File: src/rtl/ram_seq_pkg.sv
// Shared types and field layout for the RAM command sequencer.
package ram_seq_pkg;

  typedef enum logic [1:0] {
    IDLE  = 2'd0,
    ISSUE = 2'd1,
    CLEAR = 2'd2
  } state_t;

  localparam int ADDR_W      = 6;
  localparam int RAM_WORDS   = 64;

  // Command word layout: {payload, addr, we}
  localparam int WE_BIT      = 0;
  localparam int ADDR_LSB    = 1;
  localparam int PAYLOAD_LSB = 7;

endpackage

File: src/rtl/ram_seq_fifo.sv
// Small synchronous request FIFO, falling-edge clocked, head visible combinationally.
module ram_seq_fifo #(
  parameter int DW    = 32,
  parameter int DEPTH = 4,
  localparam int PTR_W = $clog2(DEPTH),
  localparam int CNT_W = PTR_W + 1
) (
  input  logic             clk,
  input  logic             rst,
  input  logic             i_push,
  input  logic             i_pop,
  input  logic [DW-1:0]    i_data,
  output logic [DW-1:0]    o_data,
  output logic             o_full,
  output logic             o_empty,
  output logic [CNT_W-1:0] o_count
);

  logic [DW-1:0]    r_mem [DEPTH];
  logic [PTR_W-1:0] r_wr_ptr;
  logic [PTR_W-1:0] r_rd_ptr;
  logic [CNT_W-1:0] r_count;

  // Storage is not reset; only the pointers decide what is valid.
  always_ff @(negedge clk) begin
    if (i_push) r_mem[r_wr_ptr] <= i_data;
  end

  // Pointer and occupancy tracking; DEPTH is a power of two so pointers wrap naturally.
  always_ff @(negedge clk or posedge rst) begin
    if (rst) begin
      r_wr_ptr <= '0;
      r_rd_ptr <= '0;
      r_count  <= '0;
    end else begin
      if (i_push) r_wr_ptr <= r_wr_ptr + PTR_W'(1);
      if (i_pop)  r_rd_ptr <= r_rd_ptr + PTR_W'(1);
      r_count <= r_count + CNT_W'(i_push) - CNT_W'(i_pop);
    end
  end

  assign o_data  = r_mem[r_rd_ptr];
  assign o_full  = (r_count == CNT_W'(DEPTH));
  assign o_empty = (r_count == '0);
  assign o_count = r_count;

endmodule

File: src/rtl/ram_cmd_sequencer.sv
// Request FIFO + issue/clear FSM that packs RAM command words and tracks read tags.
module ram_cmd_sequencer
  import ram_seq_pkg::*;
#(
  parameter int WIDTH  = 32,
  parameter int DEPTH  = 4,
  parameter int RD_LAT = 2
) (
  input  logic              clk,
  input  logic              rst,
  input  logic              i_req_valid,
  output logic              o_req_ready,
  input  logic              i_req_we,
  input  logic [ADDR_W-1:0] i_req_addr,
  input  logic [WIDTH-8:0]  i_req_payload,
  input  logic              i_clr_start,
  output logic [WIDTH-1:0]  o_ram_word,
  output logic              o_rd_tag_valid,
  output logic [ADDR_W-1:0] o_rd_tag_addr,
  output logic              o_busy
);

  localparam int CNT_W = $clog2(DEPTH) + 1;

  logic             w_push;
  logic             w_pop;
  logic             w_full;
  logic             w_empty;
  logic [CNT_W-1:0] w_count;
  logic [CNT_W-1:0] w_cnt_nxt;
  logic [WIDTH-1:0] w_entry;
  logic [WIDTH-1:0] w_head;
  logic             w_sweep_last;
  logic             w_clear_nxt;

  state_t            r_state;
  logic [ADDR_W-1:0] r_cnt;
  logic [WIDTH-1:0]  r_word;
  logic              r_rd;
  logic              r_ready_en;
  logic              r_busy;
  logic [RD_LAT-1:0]              r_tag_vld;
  logic [RD_LAT-1:0][ADDR_W-1:0]  r_tag_addr;

  // FIFO entries are stored already in command-word layout.
  assign w_entry = {i_req_payload, i_req_addr, i_req_we};

  // No push-through when full: ready only looks at the current occupancy.
  assign o_req_ready = r_ready_en && !w_full;
  assign w_push      = i_req_valid && o_req_ready;
  // A clear request outranks popping the head on the same edge.
  assign w_pop       = (r_state != CLEAR) && !i_clr_start && !w_empty;
  assign w_cnt_nxt   = w_count + CNT_W'(w_push) - CNT_W'(w_pop);

  assign w_sweep_last = (r_state == CLEAR) && (r_cnt == ADDR_W'(RAM_WORDS - 1));
  assign w_clear_nxt  = ((r_state != CLEAR) && i_clr_start) ||
                        ((r_state == CLEAR) && !w_sweep_last);

  ram_seq_fifo #(
    .DW    (WIDTH),
    .DEPTH (DEPTH)
  ) u_fifo (
    .clk     (clk),
    .rst     (rst),
    .i_push  (w_push),
    .i_pop   (w_pop),
    .i_data  (w_entry),
    .o_data  (w_head),
    .o_full  (w_full),
    .o_empty (w_empty),
    .o_count (w_count)
  );

  // Issue FSM: pops one request per edge, or runs the 64-word clear sweep.
  always_ff @(negedge clk or posedge rst) begin
    if (rst) begin
      r_state <= IDLE;
      r_cnt   <= '0;
      r_word  <= '0;
      r_rd    <= 1'b0;
    end else begin
      case (r_state)
        CLEAR: begin
          r_word <= {{(WIDTH - PAYLOAD_LSB){1'b0}}, r_cnt, 1'b1};
          r_rd   <= 1'b0;
          r_cnt  <= r_cnt + ADDR_W'(1);
          if (w_sweep_last)
            r_state <= (w_cnt_nxt != '0) ? ISSUE : IDLE;
        end
        IDLE, ISSUE: begin
          if (i_clr_start) begin
            r_state <= CLEAR;
            r_cnt   <= '0;
            r_word  <= '0;
            r_rd    <= 1'b0;
          end else if (!w_empty) begin
            r_word  <= w_head;
            r_rd    <= !w_head[WE_BIT];
            r_state <= (w_cnt_nxt == '0) ? IDLE : ISSUE;
          end else begin
            r_word  <= '0;
            r_rd    <= 1'b0;
            r_state <= IDLE;
          end
        end
        default: begin
          r_state <= IDLE;
          r_word  <= '0;
          r_rd    <= 1'b0;
        end
      endcase
    end
  end

  // Read tag shift register; stage 0 captures the word currently on the RAM port.
  always_ff @(negedge clk or posedge rst) begin
    if (rst) begin
      r_tag_vld  <= '0;
      r_tag_addr <= '0;
    end else begin
      r_tag_vld[0]  <= r_rd;
      r_tag_addr[0] <= r_rd ? r_word[ADDR_LSB +: ADDR_W] : '0;
      for (int i = 1; i < RD_LAT; i++) begin
        r_tag_vld[i]  <= r_tag_vld[i-1];
        r_tag_addr[i] <= r_tag_addr[i-1];
      end
    end
  end

  // Ready gate comes up one edge after reset; busy tracks pending sweep or queued work.
  always_ff @(negedge clk or posedge rst) begin
    if (rst) begin
      r_ready_en <= 1'b0;
      r_busy     <= 1'b0;
    end else begin
      r_ready_en <= 1'b1;
      r_busy     <= w_clear_nxt || (w_cnt_nxt != '0);
    end
  end

  assign o_ram_word     = r_word;
  assign o_rd_tag_valid = r_tag_vld[RD_LAT-1];
  assign o_rd_tag_addr  = r_tag_addr[RD_LAT-1];
  assign o_busy         = r_busy;

endmodule

File: config.mk
export PLATFORM = sky130hd
export DESIGN_NAME = ram_cmd_sequencer
export DESIGN_NICKNAME = d
export VERILOG_FILES = /design/src/rtl/ram_seq_pkg.sv /design/src/rtl/ram_seq_fifo.sv /design/src/rtl/ram_cmd_sequencer.sv
export SDC_FILE = /design/constraint.sdc
export NUM_CORES = 1
export LEC_CHECK = 0
export ABC_AREA = 1
export CAP_MARGIN = 20
export CORE_MARGIN = 1.5
export CORE_UTILIZATION = 60
export CTS_CLUSTER_DIAMETER = 120
export DETAILED_ROUTE_END_ITERATION = 7
export GPL_TIMING_DRIVEN = 0
export PLACE_DENSITY = 0.88
export SYNTH_ARGS = -nofsm -noshare
export SYNTH_HDL_FRONTEND = slang
export SYNTH_SLANG_ARGS = --single-unit
export TNS_END_PERCENT = 5
File: constraint.sdc
create_clock -name clk -period 3.9 [get_ports clk]
set_input_delay 0.39 -clock clk [delete_from_list [all_inputs] [get_ports clk]]
set_output_delay 0.39 -clock clk [all_outputs]
set_load 0.005 [all_outputs]
==> results.ini <==
[grt]
grt_max_degree=37
grt.overflow.total=0
grt_use_total_pct=32.0
grt_util_met2_pct=55.2
busiest_layer=met2
grt_pass1_wl_microns=30400
first_global_vias=5847
grtUsageMet3_pct=6.70
grt_util_met1_pct=38.3
antenna_found_initial=0

[sta]
relSlewSlack_pct=43.6
setup_viol=0
hold-worst-slack_ns=0.296
worst_slew_pin_slew_ns=0.845
rsz0062_at_grt=no
finalClockSkew_ns=0.0885
drv_slew=0
hold_violations=0

[setup_path]
cp_data_required_time_ns=2.21
path_cells=dlygate4sd2_1 > nand3_4 > ha_1 > inv_1 > ha_1 > fa_1 > or2_4 > nor2_4 > nand2_1
crit_top_cell=ha_1
worstSetupStartpointType=primary input
reg2reg_to=o_busy
r2r_setup_slack_ns=1.51
worstSetupPathType=in2reg
max_stage_delay_ns=0.49
rr_startpoint=r_state[1]
path_max_fanout=2
worst_setup_path_end_kind=flip-flop
r2r_cells=10
critPathSlowestCell=fa_1
worst-endpoint-arrival_ns=2.17

[synthesis]
synth_nets=638
synth_warnings=0
avgSynthCellArea_sq_um=12.3
synth_largest_area_cell=edfxtp_1
synth_top_area_share_pct=52.6
ys_top_cells_by_area=edfxtp_1 (53%), dfrtn_1 (22%), nor2_1 (5.7%)
synth.cell_area_sq_um=7300
synth_flop_cell=edfxtp_1
synthDistinctLibCells=25
synth_seq_area_share_pct=74.5
synth_edf_count=128
synth_seq_cells=192
synth-async-reset-ratio_pct=33.3
syn_inst=594

[pwr]
cellLeakagePower_nw=4.35
power_density_nw_per_um2=553
vdd_drop_max_uv=360

[cts]
clk_latency_ns=0.50
cts.sinks=192
cts_max_path_buffers=2
hold_buffers=0
cts_buffers=17
cts_tree=yes
root_buffer=clkbuf_16
path_clk_slew_ns=0.06
cts_htree_levels=4

[finish]
drive_gt1_share_pct=10.4
most-common-layout-cells=inv_1 (172), edfxtp_1 (128), nor2_1 (106), nand2_1 (84), clkdlybuf4s50_1 (73)
final.fill_count=601
antennaDiodeCount=0
final_common_cell=inv_1
final_cells=983
areaGrowthSynthToFinish_pct=30.9
layout.nets=867

[floorplanning]
die_h_microns=113
initial_core_util_pct=61.1
io_pins=77
dieArea_sq_um=12800
rows=40
core_area_sq_um=12000
die_x_microns=113

[min_path]
hp-class=reg2reg
hold_end=o_rd_tag_addr[4]
min_from=r_tag_addr[4]
worstHoldPathCells=0

[place]
gp_congestion=0.812
port_buffers=76
dp.cells=822
place_hpwl_microns=10500

[job]
drv_cap=0

[routing]
routed_wl_microns=19400
ant_nets=0
vias_per_cell=5.72
drcViolationCount=0
first_pass_iters=8
drtIter0Drc=705
vias=5624
wl_per_cell_microns=19.7

[outcome]
outcome=finished, final reports clean

-- routing by layer --
layer,routed length [microns],vias up,share of wire [%]
li1,-,2437,-
met1,6850,2715,35
met2,10000,388,52
met3,1600,84,8.3
met4,856,0,4.4
met5,0,-,0
-- worst max-delay path: cells and delay by family --
kind / cells / cell delay [ns]
adder cells (fa/ha/maj): 3 / 0.97
buffers and inverters: 2 / 0.28
AND/OR/NAND/NOR: 4 / 0.53
-- cell usage after synthesis (all sizes together), types with 2 or more instances --
library cell  number
edfxtp           128
nor2             111
nand2             85
dfrtn             64
o21ai             59
inv               50
buf               28
a21oi             27
nand3             23
ha                 7
clkbuf             3
xor2               2
-- per-stage QoR --
stage	total power [mW]	setup slack (ns)	setup TNS [ns]	utilization (%)	area (sq um)
after floorplan	2.83	-0.386	-49.72	-	7300
after global placement	2.95	-1.93	-313.81	69.0	8250
after detailed placement	3.04	-1.04	-33.38	70.3	8410
after CTS	5.27	-0.0171	-0.0171	79.9	9560
after global routing	5.51	0.00111	0	80.0	9560
final	5.29	0.0360	0	80.0	9560
-- cells by family after synthesis --
family / share of synthesized area (%)
flip-flops: 74.5
AO/OA/AOI/OAI: 5.89
AND/OR/NAND/NOR: 12.1
buffers and inverters: 5.57
adder cells (fa/ha/maj): 1.47
XOR/XNOR: 0.360
other: 0.0513
-- sequential cells by signal, indices dropped and copies added, names as in the netlist --
register / count
u_fifo.r_mem: 128
o_ram_word: 32
o_rd_tag_addr: 6
r_cnt: 6
r_tag_addr: 6
u_fifo.o_count: 3
r_state: 2
r_tag_vld: 2
u_fifo.r_rd_ptr: 2
u_fifo.r_wr_ptr: 2
o_busy: 1
r_rd: 1
r_ready_en: 1
-- layout make-up --
type,instances,area [sq um],area share (%)
plain buffers,31,219,2.29
clock buffers,17,425,4.45
clock inverters,143,688,7.20
inverters,49,184,1.92
multi-input cells,321,1520,15.9
flip-flops and latches,192,5450,56.9
well taps,147,184,1.92
repair buffers,83,898,9.39
-- power by group --
part / switching, mW / leakage [nW] / internal (mW)
logic: 0.284 / 1.38 / 0.153
clock network: 1.35 / 0.987 / 1.07
registers: 0.0614 / 1.98 / 2.37
total: 1.70 / 4.35 / 3.59
-- timing repair --
item / 4_1_cts / 5_1_grt
setup endpoints to repair: 5 / 2
cloned: 0 / 0
gates resized for setup: 13 / 2
pin swaps: 3 / 1
setup buffers: 1 / 1
-- worst max path at each step --
stage	from	end	slack [ns]	depth (start not counted)
CTS	i_clr_start	o_busy	-0.02	11
finish	i_req_valid	o_busy	0.04	9
global route	i_req_valid	o_busy	0.001	9
global placement	i_req_valid	u_fifo.r_mem[3][9]	-1.93	3
floorplan	i_req_valid	u_fifo.r_mem[0][0]	-0.39	2
detailed placement	i_clr_start	o_busy	-1.04	11
No activity file was read; power rests on OpenSTA's default activity.
